File: config.mk
export PLATFORM = sky130hd
export DESIGN_NAME = dm_arbiter
export DESIGN_NICKNAME = d
export VERILOG_FILES = /design/src/rtl/dm_arb_pkg.sv /design/src/rtl/rr_arb2.sv /design/src/rtl/dm_arbiter.sv
export SDC_FILE = /design/constraint.sdc
export NUM_CORES = 1
export LEC_CHECK = 0
export CAP_MARGIN = 5
export CELL_PAD_IN_SITES_DETAIL_PLACEMENT = 1
export CELL_PAD_IN_SITES_GLOBAL_PLACEMENT = 1
export CORE_MARGIN = 3
export CORE_UTILIZATION = 32
export CTS_BUF_LIST = sky130_fd_sc_hd__clkbuf_8
export DETAILED_ROUTE_END_ITERATION = 6
export MAX_ROUTING_LAYER = met4
export PLACE_DENSITY_LB_ADDON = 0.1
export SKIP_LAST_GASP = 1
export SLEW_MARGIN = 15
export SYNTH_ARGS = -nofsm -noshare
export SYNTH_HDL_FRONTEND = slang
export SYNTH_SLANG_ARGS = --single-unit
File: constraint.sdc
create_clock -name clk -period 2.85 [get_ports clk]
set_clock_uncertainty 0.05 [all_clocks]
set_input_delay 0.7125 -clock clk [delete_from_list [all_inputs] [get_ports clk]]
set_output_delay 0.7125 -clock clk [all_outputs]
set_load 0.02 [all_outputs]
File: src/rtl/dm_arb_pkg.sv
// Shared types and constants for the data-memory arbiter.
package dm_arb_pkg;

  // Default number of extra memory wait states per access.
  localparam int unsigned WAIT_CYCLES_DEF = 0;

  // Width of the wait-state counter (covers 0..3).
  localparam int unsigned CNT_W = 2;

  // Arbiter FSM states.
  typedef enum logic [0:0] {
    IDLE = 1'b0,
    BUSY = 1'b1
  } state_e;

  // Owner of the access in progress.
  typedef enum logic [0:0] {
    OWN_CPU = 1'b0,
    OWN_DBG = 1'b1
  } owner_e;

  // A word access is aligned when the two low address bits are zero.
  function automatic logic is_aligned(input logic [1:0] addr_lo);
    return (addr_lo == 2'b00);
  endfunction

endpackage

File: src/rtl/rr_arb2.sv
// Two-requester round-robin pick. On a tie the requester that did not
// own the previous access wins. Purely combinational.
module rr_arb2
  import dm_arb_pkg::*;
(
  input  logic req_a_i,       // CPU request (already qualified)
  input  logic req_b_i,       // debug request (already qualified)
  input  logic last_owner_i,  // 0 = CPU, 1 = DBG
  output logic valid_o,       // at least one requester present
  output logic winner_o       // 0 = CPU, 1 = DBG
);

  // Select the winner from the qualified requests and the last owner.
  always_comb begin
    valid_o  = req_a_i | req_b_i;
    winner_o = 1'b0;
    if (req_a_i && req_b_i) begin
      winner_o = (last_owner_i == OWN_CPU) ? 1'b1 : 1'b0;
    end else if (req_b_i) begin
      winner_o = 1'b1;
    end else begin
      winner_o = 1'b0;
    end
  end

endmodule

File: src/rtl/dm_arbiter.sv
// Data-memory arbiter between the CPU MEM stage and a debug/loader port.
// One access at a time: IDLE grants and latches a request, BUSY waits
// WAIT_CYCLES extra cycles, performs the memory access and pulses the
// owner's ready. Misaligned accesses complete with err set, no write and
// zero read data.
module dm_arbiter
  import dm_arb_pkg::*;
#(
  parameter int unsigned WAIT_CYCLES = WAIT_CYCLES_DEF
) (
  input  logic        clk,
  input  logic        rst,
  input  logic        cpu_req,
  input  logic        cpu_we,
  input  logic [31:0] cpu_addr,
  input  logic [31:0] cpu_wdata,
  output logic        cpu_ready,
  output logic [31:0] cpu_rdata,
  output logic        cpu_stall,
  input  logic        dbg_req,
  input  logic        dbg_we,
  input  logic [31:0] dbg_addr,
  input  logic [31:0] dbg_wdata,
  output logic        dbg_ready,
  output logic [31:0] dbg_rdata,
  output logic [31:0] dm_addr,
  output logic [31:0] dm_wdata,
  output logic        dm_we,
  input  logic [31:0] dm_rdata,
  output logic        err
);

  localparam logic [CNT_W-1:0] WAIT_LOAD = WAIT_CYCLES[CNT_W-1:0];

  state_e           state_q, state_d;
  logic [CNT_W-1:0] cnt_q, cnt_d;
  owner_e           owner_q, owner_d;
  owner_e           last_owner_q, last_owner_d;
  logic             lat_we_q, lat_we_d;
  logic [31:0]      lat_addr_q, lat_addr_d;
  logic [31:0]      lat_wdata_q, lat_wdata_d;
  logic             cpu_ready_q, cpu_ready_d;
  logic             dbg_ready_q, dbg_ready_d;
  logic             err_q, err_d;
  logic [31:0]      cpu_rdata_q, cpu_rdata_d;
  logic [31:0]      dbg_rdata_q, dbg_rdata_d;

  logic             cpu_elig_s;
  logic             dbg_elig_s;
  logic             grant_valid_s;
  logic             winner_s;
  logic             busy_s;
  logic             aligned_s;
  logic             last_cycle_s;
  logic [31:0]      rd_cap_s;

  // A port that is seeing its ready pulse is ignored for that cycle.
  assign cpu_elig_s = cpu_req & ~cpu_ready_q;
  assign dbg_elig_s = dbg_req & ~dbg_ready_q;

  rr_arb2 u_rr_arb2 (
    .req_a_i      (cpu_elig_s),
    .req_b_i      (dbg_elig_s),
    .last_owner_i (last_owner_q),
    .valid_o      (grant_valid_s),
    .winner_o     (winner_s)
  );

  assign busy_s       = (state_q == BUSY);
  assign aligned_s    = is_aligned(lat_addr_q[1:0]);
  assign last_cycle_s = busy_s & (cnt_q == {CNT_W{1'b0}});
  assign rd_cap_s     = aligned_s ? dm_rdata : 32'd0;

  // Memory-side outputs come only from latched state, so they drop at once on reset.
  assign dm_addr   = busy_s ? lat_addr_q  : 32'd0;
  assign dm_wdata  = busy_s ? lat_wdata_q : 32'd0;
  assign dm_we     = last_cycle_s & lat_we_q & aligned_s;

  assign cpu_ready = cpu_ready_q;
  assign dbg_ready = dbg_ready_q;
  assign cpu_rdata = cpu_rdata_q;
  assign dbg_rdata = dbg_rdata_q;
  assign err       = err_q;
  assign cpu_stall = cpu_req & ~cpu_ready_q;

  // Next-state logic: grant in IDLE, count wait states and complete in BUSY.
  always_comb begin
    state_d      = state_q;
    cnt_d        = cnt_q;
    owner_d      = owner_q;
    last_owner_d = last_owner_q;
    lat_we_d     = lat_we_q;
    lat_addr_d   = lat_addr_q;
    lat_wdata_d  = lat_wdata_q;
    cpu_rdata_d  = cpu_rdata_q;
    dbg_rdata_d  = dbg_rdata_q;
    cpu_ready_d  = 1'b0;
    dbg_ready_d  = 1'b0;
    err_d        = 1'b0;
    case (state_q)
      IDLE: begin
        if (grant_valid_s) begin
          state_d = BUSY;
          cnt_d   = WAIT_LOAD;
          if (winner_s) begin
            owner_d     = OWN_DBG;
            lat_we_d    = dbg_we;
            lat_addr_d  = dbg_addr;
            lat_wdata_d = dbg_wdata;
          end else begin
            owner_d     = OWN_CPU;
            lat_we_d    = cpu_we;
            lat_addr_d  = cpu_addr;
            lat_wdata_d = cpu_wdata;
          end
        end else begin
          state_d = IDLE;
        end
      end
      BUSY: begin
        if (cnt_q != {CNT_W{1'b0}}) begin
          cnt_d = cnt_q - {{(CNT_W-1){1'b0}}, 1'b1};
        end else begin
          state_d      = IDLE;
          last_owner_d = owner_q;
          err_d        = ~aligned_s;
          if (owner_q == OWN_DBG) begin
            dbg_ready_d = 1'b1;
            dbg_rdata_d = rd_cap_s;
          end else begin
            cpu_ready_d = 1'b1;
            cpu_rdata_d = rd_cap_s;
          end
        end
      end
      default: begin
        state_d = IDLE;
        cnt_d   = {CNT_W{1'b0}};
      end
    endcase
  end

  // State registers; reset aborts any access in progress.
  always_ff @(posedge clk or negedge rst) begin
    if (!rst) begin
      state_q      <= IDLE;
      cnt_q        <= {CNT_W{1'b0}};
      owner_q      <= OWN_CPU;
      last_owner_q <= OWN_DBG;
      lat_we_q     <= 1'b0;
      lat_addr_q   <= 32'd0;
      lat_wdata_q  <= 32'd0;
      cpu_ready_q  <= 1'b0;
      dbg_ready_q  <= 1'b0;
      err_q        <= 1'b0;
      cpu_rdata_q  <= 32'd0;
      dbg_rdata_q  <= 32'd0;
    end else begin
      state_q      <= state_d;
      cnt_q        <= cnt_d;
      owner_q      <= owner_d;
      last_owner_q <= last_owner_d;
      lat_we_q     <= lat_we_d;
      lat_addr_q   <= lat_addr_d;
      lat_wdata_q  <= lat_wdata_d;
      cpu_ready_q  <= cpu_ready_d;
      dbg_ready_q  <= dbg_ready_d;
      err_q        <= err_d;
      cpu_rdata_q  <= cpu_rdata_d;
      dbg_rdata_q  <= dbg_rdata_d;
    end
  end

endmodule

After elaboration in Yosys (flattened, before gate mapping). Index checks and enable logic that the tools add are counted. Widths: inputs -> output; s select.

$add $sub $neg: 1. Equality and inequality tests: 2. Mux-type cells: 24. Bitwise gates (word level): 12. Reduce and logical (&&, ||, !) cells: 9.

Operators with widths (number): $mux 32 (5); $mux 1 (15); $not 1->1 (6); $reduce_and 2->1 (3); $reduce_and 3->1 (2); $and 1x1->1 (5); $logic_not 2->1 (2); $mux 2 (2); $pmux 2 s2 (1); $ne 2x1->1 const B (1); $ne 2x2->1 const B (1); $pmux 1 s2 (1); $reduce_bool 2->1 (1); $sub 2x1->2 const B (1); $logic_and 1x1->1 (1); $or 1x1->1 (1).

Register bits after elaboration: 137. Bits of input ports: 166. Output and inout port bits: 133. Word-level logic and storage cells: 60.

Logic depth before layout (Yosys ltp). Gate-level depths: netlist of the first run.

Depth after elaboration: 5. Mapped depth: 8. Mapped depth without buffers: 6.

Modules after synthesis. Synthesis of the first run repeated with hierarchy kept, for this count alone.

Cell total of the unflattened synthesis: 630. Area total of the unflattened synthesis: 6308.6 um^2.

By module, submodules not included: dm_arbiter (times used 1, cells each 628, area each 6294.8 um^2, seq. area each 3429.5 um^2); rr_arb2 (times used 1, cells each 2, area each 13.8 um^2, seq. area each 0.0 um^2).

Least setup slack after synthesis of the first run. OpenSTA, ideal clock, no wires.

Path type: register -> output. From: reg state_q, in the netlist busy_s. To: out dm_addr[22]. Arrival time: 1.126 ns. Setup slack: 0.962 ns. Stages on the path, launching flop included: 4. Path through: dfrtp_1 clkbuf_1 clkbuf_1 and2_1.

Longest elaborated chain between the ends: 1.

Ends and longest elaborated chain: start, declared (RTL line dm_arbiter.sv:35) `state_e state_q, state_d;`; start signal, assigned (RTL line dm_arbiter.sv:159) `state_q <= state_d;`; $mux 32 (RTL line dm_arbiter.sv:75) `assign dm_addr = busy_s ? lat_addr_q : 32'd0;`; end, declared (RTL line dm_arbiter.sv:26) `output logic [31:0] dm_addr,`.

Every way passes these cells.

Worst setup path after layout of the first run.
From: in cpu_req. To: out cpu_stall.

Longest elaborated chain between the ends: 1.

Ends and longest elaborated chain: start, declared (RTL line dm_arbiter.sv:13) `input logic cpu_req,`; $and 1x1->1 (RTL line dm_arbiter.sv:84) `assign cpu_stall = cpu_req & ~cpu_ready_q;`; end, declared (RTL line dm_arbiter.sv:19) `output logic cpu_stall,`.

Every way passes these cells.

==> results of run 1 <==
[area by class of cell]
cell class / count / area, um^2 / area share (%)
diodes: 2 / 5.00 / 0.0504
clock buffers: 18 / 248 / 2.50
clock inverters: 14 / 174 / 1.75
inverters: 5 / 18.8 / 0.189
multi-input cells: 507 / 2460 / 24.8
flip-flops and latches: 137 / 3430 / 34.6
well taps: 260 / 325 / 3.28
repair buffers: 317 / 3250 / 32.8
[power breakdown]
part	total, mW	leakage, nW	switching [mW]	internal [mW]
combinational	6.56	2.25	3.65	2.91
clock	1.73	0.219	0.829	0.897
sequential	3.43	1.70	0.513	2.92
total	11.7	4.17	4.99	6.72
[path summary, 6_finish.rpt]
kind	start	endpoint	slack, ps
max	cpu_req	cpu_stall	100
min reg2reg	cpu_rdata[22]$_DFFE_PN0P_	cpu_rdata[22]$_DFFE_PN0P_	430
max in group asynchronous	rst	lat_wdata_q[14]$_DFFE_PN0P_	1910
max reg2reg	busy_s$_DFF_PN0_	lat_addr_q[17]$_DFFE_PN0P_	1050
min in group clk	cpu_rdata[22]$_DFFE_PN0P_	cpu_rdata[22]$_DFFE_PN0P_	430
min	rst	dbg_rdata[28]$_DFFE_PN0P_	160
[flip-flops by register name (all words and copies together), names as in the netlist]
signal / cells
cpu_rdata: 32
dbg_rdata: 32
lat_addr_q: 32
lat_wdata_q: 32
cnt_q: 2
busy_s: 1
cpu_ready: 1
dbg_ready: 1
err: 1
last_owner_q: 1
lat_we_q: 1
owner_q: 1
[metal layers]
metal / vias to the layer above / track usage [%] / wire length (um)
li1: 2857 / - / -
met1: 2837 / 26.3 / 9400
met2: 198 / 34.1 / 10400
met3: 35 / 6.90 / 1600
met4: 0 / 8.98 / 663
met5: - / - / 0
[synth_stat cells (all sizes together)]
| library cell | n | area (um^2) |
|---|---|---|
| buf | 37 | 240 |
| inv | 5 | 18.8 |
| a21oi | 132 | 664 |
| or2b | 1 | 7.51 |
| and2 | 64 | 400 |
| nand2b | 2 | 27.5 |
| nand2 | 166 | 626 |
| o21ai | 67 | 399 |
| and4 | 1 | 8.76 |
| dfrtp | 136 | 3400 |
| clkbuf | 16 | 60.1 |
| nand3 | 3 | 15.0 |
| a21o | 2 | 15.0 |
| nor2 | 67 | 251 |
| ha | 1 | 12.5 |
| dfstp | 1 | 26.3 |
| or2 | 1 | 6.26 |
[timing repair]
action	CTS	global route
setup endpoints to repair	0	24
hold buffers	0	0
resized for setup	0	2
buffers inserted	0	1
[worst reg2reg max path: cells and delay by family, from the launching register on]
kind | cells | cell delay (ps)
compound gates | 3 | 620
buf+inv | 2 | 450
flops | 1 | 580
[logic make-up (layout without fill, tap and decap cells)]
| group | count (synthesis) | in the layout |
|---|---|---|
| simple gates | 305 | 305 |
| compound gates | 201 | 201 |
| flops | 137 | 137 |
| buf+inv | 58 | 354 |
| fa+ha+maj | 1 | 1 |
| other cells | 0 | 2 |
[metrics by stage]
step | total power, mW | setup WS (ps) | cell area (um^2) | cells
floorplan | 6.98 | 962 | 6180 | 702
global placement | 10.0 | 105 | 9480 | 1225
detailed placement | 10.1 | 102 | 9480 | 1225
CTS | 11.9 | 19.6 | 9900 | 1257
global route | 12.6 | 10.3 | 9920 | 1259
finish | 11.7 | 104 | 9920 | 1260
==> out/metrics.cfg, run 1 <==
[critical_path]
cpMaxStageDelayCell = clkdlybuf4s50_1
critical_path_class = input pin to output pin
arrival_ps = 1980
cp_max_fo = 3
cp-end-kind = output pin
crit_family = buffers and inverters
critPathLaunchType = input pin
reg2reg_depth = 5
cpPeakStageDelay_ps = 630
worst-path-stages = 4
critPathMostFrequentCell = clkdlybuf4s50_1
path_cells = clkdlybuf4s50_1 > nand2b_4 > inv_2 > clkdlybuf4s50_1
required_ps = 2090
worstPathBufferInverterCount = 3

[synthesis]
syn_area_per_cell_um2 = 8.81
netlist_instances = 702
synth.cell_area_um2 = 6180
yosysWarnings = 0
ys_types = 24
syn_nets = 869
synth_top_family_by_area = simple AND/OR/NAND/NOR gates
yosys.area_share.simple_pct = 21.7
synth_seq_area_share_pct = 55.5
synth_xor_xnor_area_share_pct = 0
ys_ff_latch = 137
muxShareOfSynthArea_pct = 0
synth_compound_area_share_pct = 17.4
synthAdderAreaFrac_pct = 0.202

[timing]
maxSlewViolCount = 0
max_slew.worst_pin.slew_ps = 616
setup_violations = 0
finalHoldViolations = 0
finalCriticalPeriod_ps = 2750
fin_tns_setup_ps = 0
grt_setup_unrepaired = no
final.period_utilization_pct = 96.4
whs_ps = 162
relSlewSlack_pct = 58.9
fmax_ghz = 0.364

[global_route]
grt_max_degree = 67
first_global_vias = 6393
grt_util_all_layers_pct = 21.8
grt_antenna_before_repair = 1
globalRouteOverflowTotal = 0
grt_pass1_wl_mm = 35.5

[clocking]
clock_latency_ps = 440
cts_buffer_depth = 2
cts_tree = built
root_buffer = clkbuf_8
cts_htree_levels = 4
cts_sinks = 137
clkTransAtPathRegs_ps = 90
cts_buffers = 17

[detailed_routing]
avgViaCountPerCell = 4.70
wl_per_cell_um = 17.5
wirelength_mm = 22.1
dr.pass1.iters = 4
via_count = 5927
ant_nets = 0
drcViolationCount = 0
drtIter0Drc = 190

[floorplan]
num_io_pins = 299
fp.dieW_um = 145
row_count = 50
start_util_pct = 32.8
fp.dieH_um = 145
fp.coreArea_um2 = 18800
die-area_um2 = 21000

[cells_and_area]
utilization_pct = 52.7
n_fill_cell = 2176
drive_gt1_share_pct = 8.12
final_common_cell = clkdlybuf4s50_1
layout.nets = 1152
layout_common_cells = clkdlybuf4s50_1 (296), nand2_1 (165), dfrtp_1 (135)
syn_to_final_growth_pct = 60.5

[power]
p_leak_nw = 4.17
vdd_drop_max_v = 0.000520
power_density_nw_per_um2 = 1180

[outcome]
status = completed

[placed_design]
hpwl_mm = 15.6
place.gp.congestion = 0.790
port_buffers = 298

[hold_path]
hp-class = input pin to asynchronous set/reset pin

[flow_run]
drv_cap = 0

No activity file was read; power rests on OpenSTA's default activity.
==> run 2, diff against run 1 <==
CORE_ASPECT_RATIO = 0.75   (was not set)
CTS_CLUSTER_SIZE = 16   (was not set)
==> run 2 against run 1 <==
Effect of this change: worst setup slack lost 22 ps; die area is essentially flat; final area down 0.42%; combinational power about the same; clock power shrank 3%; sequential share of layout area is 0.14 points higher; register-to-register slack got worse by 140 ps; critical endpoint unchanged; largest cell class unchanged.
==> out/metrics.cfg, run 2 (synthesis gave the netlist of run 1 again) <==
[clocking]
cts_buffers = 17
clock_latency_ps = 450
cts_buffer_depth = 2
cts_sinks = 137
clkTransAtPathRegs_ps = 100
cts_htree_levels = 4
cts_tree = built
root_buffer = clkbuf_8

[global_route]
grt_pass1_wl_mm = 35.5
first_global_vias = 6387
grt_util_all_layers_pct = 22.2
globalRouteOverflowTotal = 0
grt_antenna_before_repair = 0
grt_max_degree = 68

[power]
pwr-share-clk_pct = 14.4
p_sw_share_pct = 43.4
comb_power_share_pct = 56.0
intPower_mw = 6.62
switchingPower_mw = 5.07
power_density_nw_per_um2 = 1180
vdd_drop_max_v = 0.000472
pwr-share-seq_pct = 29.7
p_leak_nw = 4.15
finalPower_mw = 11.7

[detailed_routing]
wirelength_mm = 22.6
avgViaCountPerCell = 4.78
drtIter0Drc = 307
wl_per_cell_um = 18.2
drcViolationCount = 0
via_count = 5946
ant_nets = 0
dr.pass1.iters = 4

[timing]
maxSlewViolCount = 0
relSlewSlack_pct = 53.9
whs_ps = 208
grt_setup_unrepaired = no
finalCriticalPeriod_ps = 2770
final.period_utilization_pct = 97.1
max_slew.worst_pin.slew_ps = 691
fin_tns_setup_ps = 0
fmax_ghz = 0.361
finalHoldViolations = 0
setup_violations = 0

[floorplan]
die-area_um2 = 21000
row_count = 43
start_util_pct = 33.0
num_io_pins = 299
fp.dieW_um = 166
fp.coreArea_um2 = 18700
fp.dieH_um = 126

[placed_design]
hpwl_mm = 16.1
place.gp.congestion = 0.782
placed_cell_area_um2 = 9430
port_buffers = 298

[hold_path]
hp-class = input pin to asynchronous set/reset pin

[critical_path]
r2r_slack_ps = 910
arrival_ps = 2010
required_ps = 2090
critical_path_class = input pin to output pin
cp-end-kind = output pin
critPathLaunchType = input pin
cp_max_fo = 3
reg2reg_depth = 7

[cells_and_area]
layout.nets = 1151
fin_area_um2 = 9880
ff_latch_area_um2 = 3430
utilization_pct = 52.8
syn_to_final_growth_pct = 59.8
layout_common_cells = clkdlybuf4s50_1 (296), nand2_1 (165), dfrtp_1 (135)
drive_gt1_share_pct = 8.02
n_fill_cell = 2188
final_common_cell = clkdlybuf4s50_1
multi_input_comb_area_um2 = 2460

[outcome]
status = completed

[flow_run]
drv_cap = 0

[run 2: layer usage]
metal | vias up | GRT usage (%) | wire length, um
met4 | 0 | 5.48 | 323
li1 | 2853 | - | -
met1 | 2877 | 27.8 | 10000
met3 | 21 | 7.48 | 1660
met5 | - | - | 0
met2 | 195 | 35.0 | 10600
[run 2: through the flow]
stage / cells / setup slack, ps
3_3_place_gp: 1209 / 71.9
6_report: 1245 / 81.5
2_1_floorplan: 702 / 962
5_1_grt: 1244 / 54.1
3_5_place_dp: 1209 / 63.7
4_1_cts: 1242 / 33.8
[run 2: worst paths after layout]
kind / from / end
setup / recovery: cpu_req / cpu_stall
hold / removal: rst / dbg_rdata[10]$_DFFE_PN0P_
setup reg to reg: cnt_q[0]$_DFFE_PN0P_ / cpu_rdata[9]$_DFFE_PN0P_
hold reg to reg: cpu_rdata[18]$_DFFE_PN0P_ / cpu_rdata[18]$_DFFE_PN0P_
max in group asynchronous: rst / lat_addr_q[6]$_DFFE_PN0P_
min in group clk: cpu_rdata[18]$_DFFE_PN0P_ / cpu_rdata[18]$_DFFE_PN0P_
[run 2: what timing repair did]
action,4_1_cts,5_1_grt
endpoints found under the hold margin,0,0
setup buffers,1,2
gates resized for setup,1,1
setup endpoints to repair,61,13
hold buffers,0,0
[run 2: power groups by stage]
| stage | registers [mW] | logic, mW | clock network (mW) |
|---|---|---|---|
| after floorplan | 3.94 | 3.04 | 0 |
| final | 3.47 | 6.54 | 1.68 |
| after CTS | 3.51 | 6.58 | 1.72 |
| after global routing | 3.60 | 7.11 | 1.82 |
| after detailed placement | 3.56 | 6.49 | 0 |
| after global placement | 3.52 | 6.38 | 0 |
[run 2: layout make-up]
| type | count | area share (%) |
|---|---|---|
| Sequential cell | 137 | 34.8 |
| Timing Repair Buffer | 316 | 32.9 |
| Multi-Input combinational cell | 507 | 24.9 |
| Tap cell | 247 | 3.13 |
| Clock buffer | 17 | 2.37 |
| Clock inverter | 15 | 1.71 |
| Inverter | 5 | 0.190 |
| Antenna cell | 1 | 0.0253 |
[run 2: critical path, stage by stage]
cell             delay, ps
clkdlybuf4s50_1        510
nand2b_4                90
inv_2                   60
clkdlybuf4s50_1        630
==> run 3, diff against run 2 <==
MAX_ROUTING_LAYER = not set   (was met4)
SLEW_MARGIN = not set   (was 15)
clock period = 3.3 ns   (was 2.85 ns; I/O delays follow)
==> run 3 against run 2 <==
Effect of this change: clock power decreased by 20%; highest routed layer unchanged; non-clock buffer count unchanged; largest power group unchanged; flip-flop and latch count unchanged; count of clock-buffer cells in the layout increased by 1.
==> out/metrics.cfg, run 3 (synthesis gave the netlist of run 1 again) <==
[outcome]
status = completed

[clocking]
cts_buffer_depth = 2
clkTransAtPathRegs_ps = 80
ctsHoldBuffers = 0
cts_htree_levels = 4
cts_repair_resize_count = 0
clock_latency_ps = 440
cts_buffers = 17
cts_tree = built
cts_sinks = 137
cts_setup_buffers = 0
root_buffer = clkbuf_8

[power]
vdd_drop_max_v = 0.000436
power_density_nw_per_um2 = 1010
finalPower_mw = 9.88
p_leak_nw = 4.09

[timing]
max_slew.worst_pin.slew_ps = 640
grt_setup_unrepaired = no
fmax_ghz = 0.331
setup_violations = 0
finalCriticalPeriod_ps = 3020
fin_tns_setup_ps = 0
maxSlewViolCount = 0
relSlewSlack_pct = 57.3
finalHoldViolations = 0
final.period_utilization_pct = 91.6

[critical_path]
arrival_ps = 2150
required_ps = 2420
cp_max_fo = 3
critPathLaunchType = input pin
critical_path_class = input pin to output pin
cp-end-kind = output pin

[detailed_routing]
wirelength_mm = 22.3
avgViaCountPerCell = 4.75
wl_per_cell_um = 17.9
wl_met3_mm = 1.97
drcViolationCount = 0
ant_nets = 0
m1WireLength_mm = 9.86
via_count = 5903
top_layer = met4
dr.pass1.iters = 5
route.met2.wl_mm = 10.1
drtIter0Drc = 327

[floorplan]
fp.dieW_um = 166
fp.coreArea_um2 = 18700
num_io_pins = 299
fp.dieH_um = 126
start_util_pct = 33.0
row_count = 43
die-area_um2 = 21000

[global_route]
first_global_vias = 6111
grt_util_all_layers_pct = 21.0
grt_max_degree = 66
grt_pass1_wl_mm = 34.9
grt_antenna_before_repair = 0
globalRouteOverflowTotal = 0

[cells_and_area]
final_common_cell = clkdlybuf4s50_1
layout.nets = 1151
utilization_pct = 52.2
layout_common_cells = clkdlybuf4s50_1 (297), nand2_1 (165), dfrtp_1 (135)
diodes = 0
syn_to_final_growth_pct = 58.1
drive_gt1_share_pct = 8.02

[placed_design]
place.gp.congestion = 0.800
port_buffers = 298
hpwl_mm = 16.0

[hold_path]
hp-class = input pin to asynchronous set/reset pin

[flow_run]
drv_cap = 0

run 3: changes by cell type in the layout (fill, tap and decap cells not counted), moves of 2 or more:
| cell | delta |
|---|---|
| buf_4 | +6 |
| clkinv_2 | +2 |
| inv_8 | -3 |
| buf_12 | -5 |
run 3: path summary, 6_finish.rpt:
path                                      startpoint                   endpoint  slack (ps)  cells after the start
max                                          cpu_req                  cpu_stall         280                      4
max in group asynchronous                        rst  cpu_rdata[16]$_DFFE_PN0P_        2150                      2
min                                              rst  cpu_rdata[10]$_DFFE_PN0P_         270                      1
min reg2reg                dbg_rdata[25]$_DFFE_PN0P_  dbg_rdata[25]$_DFFE_PN0P_         430                      2
max reg2reg                         busy_s$_DFF_PN0_  dbg_rdata[26]$_DFFE_PN0P_        1250                      4
min in group clk           dbg_rdata[25]$_DFFE_PN0P_  dbg_rdata[25]$_DFFE_PN0P_         430                      2
run 3: final cells by class:
type	count	area (um^2)
Sequential cell	137	3430
Clock buffer	18	248
Fill cell	2183	8950
Multi-Input combinational cell	507	2460
Tap cell	247	309
Inverter	5	18.8
Clock inverter	14	123
Timing Repair Buffer	316	3180
run 3: worst max-delay path, cell delays in order:
cell             delay (ps)
clkdlybuf4s50_1         500
nand2b_4                 80
inv_2                    90
clkdlybuf4s50_1         650
run 3: metal layers:
layer / global-route usage [%] / vias to the layer above
met5: 0 / -
met4: 6.21 / 0
met3: 7.79 / 22
met2: 33.1 / 197
met1: 27.4 / 2831
li1: - / 2853
run 3: report_power, final:
group / switching [mW] / internal (mW)
Combinational: 3.08 / 2.44
Clock: 0.718 / 0.618
Sequential: 0.506 / 2.52
Total: 4.31 / 5.58
run 3: stage by stage:
| step | hold slack (ps) | instance area (um^2) | cells | setup slack (ps) |
|---|---|---|---|---|
| after floorplan | 403 | 6180 | 702 | 1300 |
| after global placement | 409 | 9400 | 1212 | 251 |
| after detailed placement | 418 | 9400 | 1212 | 243 |
| after CTS | 253 | 9770 | 1244 | 67.8 |
| after global routing | 264 | 9780 | 1244 | 176 |
| final | 268 | 9780 | 1244 | 277 |
